===== src/rtl/ram_steuerung_pkg.sv =====
// Shared types and widths for the ram_steuerung SRAM controller.
package ram_steuerung_pkg;

  localparam int unsigned HALB_W = 16;
  localparam int unsigned WORT_W = 32;

  typedef enum logic [1:0] {
    IDLE   = 2'd0,
    BEAT0  = 2'd1,
    BEAT1  = 2'd2,
    FERTIG = 2'd3
  } zustand_t;

endpackage


===== src/rtl/ram_steuerung_if.sv =====
// Cache-side request/response and SRAM pin bundle of the ram_steuerung controller.
interface ram_steuerung_if
  import ram_steuerung_pkg::*;
#(
  parameter int unsigned ADDR_W = 18
) ();

  logic              Lesen;
  logic              Schreiben;
  logic [WORT_W-1:0] Adresse;
  logic [WORT_W-1:0] SchreibDaten;
  logic [WORT_W-1:0] LesDaten;
  logic              DatenGelesen;
  logic              DatenGeschrieben;
  logic [ADDR_W-1:0] SramAdresse;
  logic [HALB_W-1:0] SramDatenIn;
  logic [HALB_W-1:0] SramDatenOut;
  logic              SramDatenOE;
  logic              SramCE_n;
  logic              SramOE_n;
  logic              SramWE_n;

  // slave: the controller; master: cache plus SRAM environment
  modport slave (
    input  Lesen, Schreiben, Adresse, SchreibDaten, SramDatenIn,
    output LesDaten, DatenGelesen, DatenGeschrieben,
           SramAdresse, SramDatenOut, SramDatenOE, SramCE_n, SramOE_n, SramWE_n
  );

  modport master (
    output Lesen, Schreiben, Adresse, SchreibDaten, SramDatenIn,
    input  LesDaten, DatenGelesen, DatenGeschrieben,
           SramAdresse, SramDatenOut, SramDatenOE, SramCE_n, SramOE_n, SramWE_n
  );

endinterface


===== src/rtl/sram_halbwort.sv =====
// One SRAM halfword beat: WAIT_CYCLES+1 cycles of registered strobes, address and data.
module sram_halbwort
  import ram_steuerung_pkg::*;
#(
  parameter int unsigned ADDR_W      = 18,
  parameter int unsigned WAIT_CYCLES = 2
) (
  input  logic              clk,
  input  logic              rst_n,
  input  logic              start,
  input  logic              schreib,
  input  logic [ADDR_W-1:0] beat_adresse,
  input  logic [HALB_W-1:0] beat_daten,
  output logic              letzter_c,
  output logic [ADDR_W-1:0] adresse,
  output logic [HALB_W-1:0] daten,
  output logic              daten_oe,
  output logic              ce_n,
  output logic              oe_n,
  output logic              we_n
);

  localparam int unsigned CNT_W = (WAIT_CYCLES < 2) ? 1 : $clog2(WAIT_CYCLES + 1);
  localparam logic [CNT_W-1:0] LETZT = CNT_W'(WAIT_CYCLES);
  localparam logic [CNT_W-1:0] HALTE = CNT_W'(WAIT_CYCLES - 1);

  logic             aktiv;
  logic [CNT_W-1:0] zaehler;

  assign letzter_c = aktiv && (zaehler == LETZT);

  // a new start on the last cycle chains the next beat without a gap
  always_ff @(posedge clk or negedge rst_n) begin
    if (!rst_n) begin
      aktiv    <= 1'b0;
      zaehler  <= '0;
      adresse  <= '0;
      daten    <= '0;
      daten_oe <= 1'b0;
      ce_n     <= 1'b1;
      oe_n     <= 1'b1;
      we_n     <= 1'b1;
    end else if (start) begin
      aktiv    <= 1'b1;
      zaehler  <= '0;
      adresse  <= beat_adresse;
      if (schreib) daten <= beat_daten;
      daten_oe <= schreib;
      ce_n     <= 1'b0;
      oe_n     <= schreib;
      we_n     <= !schreib;
    end else if (aktiv) begin
      zaehler <= zaehler + CNT_W'(1);
      if (zaehler == HALTE) we_n <= 1'b1;
      if (letzter_c) begin
        aktiv    <= 1'b0;
        zaehler  <= '0;
        daten_oe <= 1'b0;
        ce_n     <= 1'b1;
        oe_n     <= 1'b1;
        we_n     <= 1'b1;
      end
    end
  end

endmodule


===== src/rtl/ram_steuerung.sv =====
// 32-bit word RAM controller: each request becomes two 16-bit SRAM beats.
// Optional one-word read buffer compiled in with RAM_LESEPUFFER_EN.
module ram_steuerung
  import ram_steuerung_pkg::*;
#(
  parameter int unsigned ADDR_W      = 18,
  parameter int unsigned WAIT_CYCLES = 2
) (
  input logic            Clock,
  input logic            Reset,
  ram_steuerung_if.slave bus
);

  localparam int unsigned WADR_W = ADDR_W - 1;

  zustand_t          zustand, zustand_nxt;
  logic              op_schreib;
  logic [WADR_W-1:0] adr_q;
  logic [WORT_W-1:0] daten_q;
  logic [HALB_W-1:0] lo_q;

  logic              start_c, schreib_c, annahme_c, letzter_c;
  logic              gelesen_c, geschrieben_c;
  logic [ADDR_W-1:0] beat_adr_c;
  logic [HALB_W-1:0] beat_daten_c;
  logic              treffer_c;
  logic [WORT_W-1:0] treffer_daten_c;
  logic              unused_adresse;

  assign unused_adresse = ^bus.Adresse;

`ifdef RAM_LESEPUFFER_EN
  logic              puffer_gueltig;
  logic [WORT_W-1:0] puffer_tag, puffer_daten, tag_q;

  assign treffer_c       = puffer_gueltig && (puffer_tag == bus.Adresse);
  assign treffer_daten_c = puffer_daten;

  // completed SRAM reads fill the buffer, accepted writes invalidate it
  always_ff @(posedge Clock or negedge Reset) begin
    if (!Reset) begin
      puffer_gueltig <= 1'b0;
      puffer_tag     <= '0;
      puffer_daten   <= '0;
      tag_q          <= '0;
    end else begin
      if (annahme_c) tag_q <= bus.Adresse;
      if (annahme_c && bus.Schreiben) begin
        puffer_gueltig <= 1'b0;
      end else if (zustand == BEAT1 && letzter_c && !op_schreib) begin
        puffer_gueltig <= 1'b1;
        puffer_tag     <= tag_q;
        puffer_daten   <= {bus.SramDatenIn, lo_q};
      end
    end
  end
`else
  assign treffer_c       = 1'b0;
  assign treffer_daten_c = '0;
`endif

  always_ff @(posedge Clock or negedge Reset) begin
    if (!Reset) zustand <= IDLE;
    else        zustand <= zustand_nxt;
  end

  // next state and beat launch; IDLE feeds live inputs, later beats use the latches
  always_comb begin
    zustand_nxt   = zustand;
    start_c       = 1'b0;
    annahme_c     = 1'b0;
    schreib_c     = op_schreib;
    beat_adr_c    = {adr_q, 1'b1};
    beat_daten_c  = daten_q[WORT_W-1:HALB_W];
    gelesen_c     = 1'b0;
    geschrieben_c = 1'b0;
    case (zustand)
      IDLE: begin
        beat_adr_c   = {bus.Adresse[WADR_W-1:0], 1'b0};
        beat_daten_c = bus.SchreibDaten[HALB_W-1:0];
        if (bus.Schreiben) begin
          annahme_c   = 1'b1;
          start_c     = 1'b1;
          schreib_c   = 1'b1;
          zustand_nxt = BEAT0;
        end else if (bus.Lesen) begin
          annahme_c = 1'b1;
          schreib_c = 1'b0;
          if (treffer_c) begin
            gelesen_c   = 1'b1;
            zustand_nxt = FERTIG;
          end else begin
            start_c     = 1'b1;
            zustand_nxt = BEAT0;
          end
        end
      end
      BEAT0: begin
        if (letzter_c) begin
          start_c     = 1'b1;
          zustand_nxt = BEAT1;
        end
      end
      BEAT1: begin
        if (letzter_c) begin
          gelesen_c     = !op_schreib;
          geschrieben_c = op_schreib;
          zustand_nxt   = FERTIG;
        end
      end
      FERTIG:  zustand_nxt = IDLE;
      default: zustand_nxt = IDLE;
    endcase
  end

  always_ff @(posedge Clock or negedge Reset) begin
    if (!Reset) begin
      op_schreib           <= 1'b0;
      adr_q                <= '0;
      daten_q              <= '0;
      lo_q                 <= '0;
      bus.LesDaten         <= '0;
      bus.DatenGelesen     <= 1'b0;
      bus.DatenGeschrieben <= 1'b0;
    end else begin
      bus.DatenGelesen     <= gelesen_c;
      bus.DatenGeschrieben <= geschrieben_c;
      if (annahme_c) begin
        op_schreib <= bus.Schreiben;
        adr_q      <= bus.Adresse[WADR_W-1:0];
        daten_q    <= bus.SchreibDaten;
      end
      if (zustand == BEAT0 && letzter_c) lo_q <= bus.SramDatenIn;
      if (gelesen_c)
        bus.LesDaten <= (zustand == IDLE) ? treffer_daten_c : {bus.SramDatenIn, lo_q};
    end
  end

  sram_halbwort #(
    .ADDR_W      (ADDR_W),
    .WAIT_CYCLES (WAIT_CYCLES)
  ) u_beat (
    .clk          (Clock),
    .rst_n        (Reset),
    .start        (start_c),
    .schreib      (schreib_c),
    .beat_adresse (beat_adr_c),
    .beat_daten   (beat_daten_c),
    .letzter_c    (letzter_c),
    .adresse      (bus.SramAdresse),
    .daten        (bus.SramDatenOut),
    .daten_oe     (bus.SramDatenOE),
    .ce_n         (bus.SramCE_n),
    .oe_n         (bus.SramOE_n),
    .we_n         (bus.SramWE_n)
  );

endmodule


===== src/flat_wrapper.sv =====
// flat-port wrapper written by rule: the top's interface ports become plain ports
module ram_steuerung_flat import ram_steuerung_pkg::*;
#(
  parameter int unsigned ADDR_W      = 18,
  parameter int unsigned WAIT_CYCLES = 2
)
  (Clock, Reset, bus_Lesen, bus_Schreiben, bus_Adresse, bus_SchreibDaten, bus_SramDatenIn, bus_LesDaten, bus_DatenGelesen, bus_DatenGeschrieben, bus_SramAdresse, bus_SramDatenOut, bus_SramDatenOE, bus_SramCE_n, bus_SramOE_n, bus_SramWE_n);
  ram_steuerung_if #(.ADDR_W(ADDR_W)) bus_i ();
  input logic Clock;
  input logic Reset;
  input wire logic [$bits(bus_i.Lesen)-1:0] bus_Lesen;
  input wire logic [$bits(bus_i.Schreiben)-1:0] bus_Schreiben;
  input wire logic [$bits(bus_i.Adresse)-1:0] bus_Adresse;
  input wire logic [$bits(bus_i.SchreibDaten)-1:0] bus_SchreibDaten;
  input wire logic [$bits(bus_i.SramDatenIn)-1:0] bus_SramDatenIn;
  output wire logic [$bits(bus_i.LesDaten)-1:0] bus_LesDaten;
  output wire logic [$bits(bus_i.DatenGelesen)-1:0] bus_DatenGelesen;
  output wire logic [$bits(bus_i.DatenGeschrieben)-1:0] bus_DatenGeschrieben;
  output wire logic [$bits(bus_i.SramAdresse)-1:0] bus_SramAdresse;
  output wire logic [$bits(bus_i.SramDatenOut)-1:0] bus_SramDatenOut;
  output wire logic [$bits(bus_i.SramDatenOE)-1:0] bus_SramDatenOE;
  output wire logic [$bits(bus_i.SramCE_n)-1:0] bus_SramCE_n;
  output wire logic [$bits(bus_i.SramOE_n)-1:0] bus_SramOE_n;
  output wire logic [$bits(bus_i.SramWE_n)-1:0] bus_SramWE_n;
  assign bus_i.Lesen = bus_Lesen;
  assign bus_i.Schreiben = bus_Schreiben;
  assign bus_i.Adresse = bus_Adresse;
  assign bus_i.SchreibDaten = bus_SchreibDaten;
  assign bus_i.SramDatenIn = bus_SramDatenIn;
  assign bus_LesDaten = bus_i.LesDaten;
  assign bus_DatenGelesen = bus_i.DatenGelesen;
  assign bus_DatenGeschrieben = bus_i.DatenGeschrieben;
  assign bus_SramAdresse = bus_i.SramAdresse;
  assign bus_SramDatenOut = bus_i.SramDatenOut;
  assign bus_SramDatenOE = bus_i.SramDatenOE;
  assign bus_SramCE_n = bus_i.SramCE_n;
  assign bus_SramOE_n = bus_i.SramOE_n;
  assign bus_SramWE_n = bus_i.SramWE_n;
  ram_steuerung #(.ADDR_W(ADDR_W), .WAIT_CYCLES(WAIT_CYCLES)) u_core (.Clock(Clock), .Reset(Reset), .bus(bus_i));
endmodule

===== config.mk =====
export PLATFORM = sky130hd
export DESIGN_NAME = ram_steuerung_flat
export DESIGN_NICKNAME = d
export VERILOG_FILES = /design/src/rtl/ram_steuerung_pkg.sv /design/src/rtl/ram_steuerung_if.sv /design/src/rtl/sram_halbwort.sv /design/src/rtl/ram_steuerung.sv /design/src/flat_wrapper.sv
export SDC_FILE = /design/constraint.sdc
export NUM_CORES = 1
export LEC_CHECK = 0
export ABC_AREA = 1
export CORE_UTILIZATION = 42
export DETAILED_ROUTE_END_ITERATION = 10
export GPL_TIMING_DRIVEN = 0
export PLACE_DENSITY = 0.79
export SYNTH_ARGS = -nofsm -noshare
export SYNTH_HDL_FRONTEND = slang
export SYNTH_SLANG_ARGS = --single-unit

===== constraint.sdc =====
create_clock -name Clock -period 3.4 [get_ports Clock]
set_input_delay 1.02 -clock Clock [delete_from_list [all_inputs] [get_ports Clock]]
set_output_delay 1.02 -clock Clock [all_outputs]
set_load 0.02 [all_outputs]

## Yosys cells after proc, flatten, opt, wreduce, memory -nomap -nowiden

Index checks and enable logic that the tools add are counted.

| storage, ports and cells | value |
|---|---|
| word-level logic and storage cells | 74 |
| bits in registers | 143 |
| input bits | 84 |

| cells by class | value |
|---|---|
| $add $sub $neg | 1 |
| reduce and logical (&&, ||, !) cells | 12 |
| mux-type cells | 37 |
| equality and inequality tests | 8 |

Operator list:

| cell | count |
|---|---|
| $mux 32 | 1 |
| $mux 1 | 25 |
| $mux 18 | 1 |
| $mux 16 | 1 |
| $mux 2 | 7 |
| $pmux 2 s4 | 1 |
| $eq 2x2->1 const B | 3 |
| $reduce_and 2->1 | 3 |
| $eq 2x1->1 const B | 2 |
| $ne 2x1->1 const B | 2 |
| $reduce_bool 2->1 | 2 |
| $ne 3x3->1 const B | 1 |
| $reduce_and 3->1 | 1 |
| $reduce_bool 3->1 | 1 |
| $add 2x1->2 const B | 1 |
| $logic_and 1x1->1 | 2 |
| $logic_not 1->1 | 2 |
| $logic_not 2->1 | 1 |
| $pmux 1 s2 | 1 |

## Longest topological paths before layout

| logic depth | value |
|---|---|
| word-level depth | 6 |
| depth in mapped cells | 12 |

## Cells and area by module

Synthesis repeated with hierarchy kept, for this count alone.

| unflattened totals | value |
|---|---|
| cells, all modules | 597 |
| area, all modules | 5580.4 um^2 |

Modules (own cells, without submodules):

| module | area each (um^2) | instances | sequential area each (um^2) | cells an instance |
|---|---|---|---|---|
| ram_steuerung | 3987.6 | 1 | 2152.1 | 456 |
| sram_halbwort | 1592.8 | 1 | 1029.7 | 141 |

## Least setup slack after synthesis

Ideal clock, no wire load.

| timing path | value |
|---|---|
| kind | input-to-reg |
| start | input port bus_Schreiben |
| end | register u_core.u_beat.adresse[0] |
| required time | 3.274 ns |
| arrival time | 1.702 ns |
| stages on the path | 9 |
| path slack | 1.571 ns |
| cell sequence | nand2_2 nand2_4 inv_2 nand2_2 buf_6 inv_2 buf_6 nand2_1 o21ai_2 |

| between the ends | value |
|---|---|
| cells in the longest elaborated chain, start to end | 2 |

RTL lines:

| what | RTL line | text |
|---|---|---|
| start: declaration | flat_wrapper.sv:12 | `input wire logic [$bits(bus_i.Schreiben)-1:0] bus_Schreiben;` |
| $mux 1 | - |  |
| $pmux 1 s2 | ram_steuerung.sv:77 | `case (zustand)` |
| end signal: assignment | sram_halbwort.sv:46 | `adresse <= beat_adresse;` |
| end: declaration | sram_halbwort.sv:15 | `output logic [ADDR_W-1:0] adresse,` |

No other way between the ends.
A chain may end at the register's enable or synchronous reset.

## Final worst setup path

| timing path | value |
|---|---|
| start | register u_core.u_beat.ce_n |
| end | output port bus_SramCE_n |

RTL lines:

| what | RTL line | text |
|---|---|---|
| start: declaration | sram_halbwort.sv:18 | `output logic ce_n,` |
| start signal: assignment | sram_halbwort.sv:40 | `ce_n <= 1'b1;` |
| start signal: assignment | sram_halbwort.sv:49 | `ce_n <= 1'b0;` |
| start signal: assignment | sram_halbwort.sv:59 | `ce_n <= 1'b1;` |
| end: declaration | flat_wrapper.sv:22 | `output wire logic [$bits(bus_i.SramCE_n)-1:0] bus_SramCE_n;` |

No word-level cell between the ends.

==> results.md <==
* Status: finished, final reports clean
* CTS max path bufs at 2
* Worst hold start: u_core.u_beat.we_n$_DFFE_PN1P_
* PnR worst setup slack at 0.8123 ns
* Buffers on Ports at 140
* Syn Nets at 670
* Cts bufs inserted at 17
* Ant. Diodes at 0
* CP max FO at 2
* CTS clk-pin slew, worst paths at 0.06 ns
* WP depth at 1
* Clock Skews at 0.006831 ns
* Yosys warning count at 0
* Final Hold Viols at 0
* TritonRoute pass-1 iters at 5
* Placeable Area at 12210 um2
* CTS tree: built
* Worst slew pin tran at around 0.48 ns
* Peak supply drop at 0.0005310 V
* Cells after synthesis at 582
* Critical Path Start: u_core.u_beat.ce_n$_DFFE_PN1P_
* PD cells at slightly above 1000 nW/um2
* Max Cap Viol at 0
* Initial antenna violation count at 0
* Commonest non-fill, non-tap cells in the layout: 261 x nand2_1, 139 x clkdlybuf4s50_1, 124 x dfrtp_1
* Final wirelength at between 10 and 15 mm
* Register area share after synthesis at 59.72%
* WP data required at about 2.4 ns
* Largest stage delay, worst path at between 0.6 and 0.7 ns
* Final HPWL DP at between 9 and 10 mm
* Initial Util at 43.63%
* IO Count at around 160
* CP top delay family: buffers and inverters
* Finish-stage setup viols at 0
* Hold Crit Depth at 2
* Final setup TNS at 0 ns
* Die ar. at 13140 um2
* Startpoint Class: register
* Post-CTS Resized at 0
* Place WS at 0.9161 ns
* FF-to-FF Start: u_core.zustand[0]$_DFFE_PN0P_
* Power, Total at between 7 and 8 mW
* Critical path arrival at 1.57 ns
* Commonest non-fill, non-tap cell in the layout: nand2_1
* Leakage at 3.655 nW
* Die Wd at approximately 110 um
* Initial drt markers at 310
* CTS root buffer: clkbuf_16
* Vias at 4474
* Buffers & Inverters on Critical Path at 1
* Rel. slew slack at between 60 and 70%
* Routed Antenna Nets at 0
* Synth Area per Inst at 9.154 um2
* Yosys reg bits at 127
* Via/cell ratio at about 4.9
* Number of post-CTS setup repair buffers at 0
* CP max stage cell: clkdlybuf4s50_1
* Layout area overhead at 42.27%
* DRC violations left at 0
* Minimum clock period at around 2.6 ns
* Critical path type: reg -> out
* Final #Nets at 830
* Worst hold path class: reg -> reg
* Critical-path cell list: clkdlybuf4s50_1
* # hold bufs at CTS at 0
* Num rows at 40
* DIE HEIGHT at between 100 and 150 um
* Clock Sinks at 127
* RD Place Congestion at 0.8005
* Syn Std Cell Area at 5328 um2
* RSZ-0062 raised after global routing: false
* First-pass GRT wire length at 21.45 mm
* Latest clock arrival within the worst-skew pair at 0.40 ns
* Final period utilization at about three quarters
* R2R cell count at 11
* Vias in the first global route at around 4.6k
* Htree depth at 4
* Cell variety after synth at 27
* Share of cells above drive strength 1 at 9.151%
* Slew Limit Fails at 0
* Avg WL per Cell at 13.94 um
* Largest net degree at the start of global routing at 83
* Grt ovf at 0
* Total GRT Usage at 21.16%
* FF-to-FF setup slack at 1.59 ns
* Critical Path End Type: output port
* Fmax at 386.4 MHz
final timing paths:
path | to
min in group asynchronous | u_core.bus.LesDaten[20]$_DFFE_PN0P_
hold / removal | u_core.u_beat.we_n$_DFFE_PN1P_
max in group asynchronous | u_core.u_beat.we_n$_DFFE_PN1P_
setup / recovery | bus_SramCE_n
setup reg to reg | u_core.u_beat.daten[7]$_DFFE_PN0P_
hold reg to reg | u_core.u_beat.we_n$_DFFE_PN1P_
synthesized netlist by cell type:
library cell / number / area (um2)
nand2_1: 261 / 979.7
dfrtp_1: 124 / 3103
o21ai_1: 36 / 180.2
inv_1: 32 / 120.1
o21ai_0: 26 / 130.1
o22ai_1: 17 / 106.4
mux2i_1: 16 / 160.2
clkbuf_1: 13 / 48.80
buf_6: 8 / 90.09
o21ai_2: 7 / 61.31
buf_4: 6 / 45.04
nand3_1: 6 / 30.03
buf_2: 4 / 20.02
ha_1: 4 / 50.05
nand2_2: 4 / 25.02
dfstp_2: 3 / 78.83
nor2_1: 3 / 11.26
a21oi_1: 2 / 10.01
inv_2: 2 / 7.510
a211oi_1: 1 / 7.510
clkinv_1: 1 / 3.750
nand2_4: 1 / 11.26
nand4_1: 1 / 6.260
nand4_4: 1 / 21.27
nor3_1: 1 / 5.000
o211ai_1: 1 / 7.510
o21a_1: 1 / 7.510
where the power goes:
group	internal (mW)	switching (mW)
sequential	2.21	0.368
clock	1.19	0.655
combinational	1.41	1.91
sequential cells by signal, summed over array words and instances (netlist names):
signal	count
u_core.bus.DatenGelesen	1
u_core.lo_q	16
u_core.u_beat.zaehler	2
u_core.daten_q	16
u_core.u_beat.oe_n	1
u_core.zustand	2
u_core.u_beat.adresse	18
u_core.u_beat.we_n	1
u_core.u_beat.daten_oe	1
u_core.bus.DatenGeschrieben	1
u_core.u_beat.daten	16
u_core.bus.LesDaten	32
u_core.u_beat.ce_n	1
u_core.u_beat.aktiv	1
u_core.op_schreib	1
u_core.adr_q	17
layout make-up:
class | instances | area, um2
fill | 1042 | 4632
sequential | 127 | 3182
multi-input combinational | 389 | 1810
timing repair buffer | 141 | 1430
clock buffer | 19 | 452.9
tap | 168 | 210.2
buffer | 31 | 203.9
clock inverter | 12 | 158.9
inverter | 35 | 131.4
cells by family after synthesis:
group | count (synthesis) | synth area share, %
mux | 16 | 3.006
fa+ha+maj | 4 | 0.9394
buf+inv | 66 | 6.294
simple gates | 278 | 20.46
compound gates | 91 | 9.582
flops | 127 | 59.72
metal layers:
layer	vias up	part of all wire, %	global-route usage [%]
li1	2177	-	-
met1	2137	44	26.32
met2	144	49	35.52
met3	14	5.8	6.088
met4	2	1.2	6.926
met5	-	0.039	0
per-stage QoR:
stage | instances | hold slack (ns) | cell area [um2] | util (%)
finish | 922 | 0.4673 | 7580 | 62.07
detailed placement | 891 | 0.4586 | 6968 | 57.06
global placement | 890 | 0.4518 | 6939 | 56.82
global route | 922 | 0.4917 | 7580 | 62.07
CTS | 922 | 0.4642 | 7580 | 62.07
floorplan | 582 | 0.4412 | 5328 | -
Power figures use the tool's default switching activity.
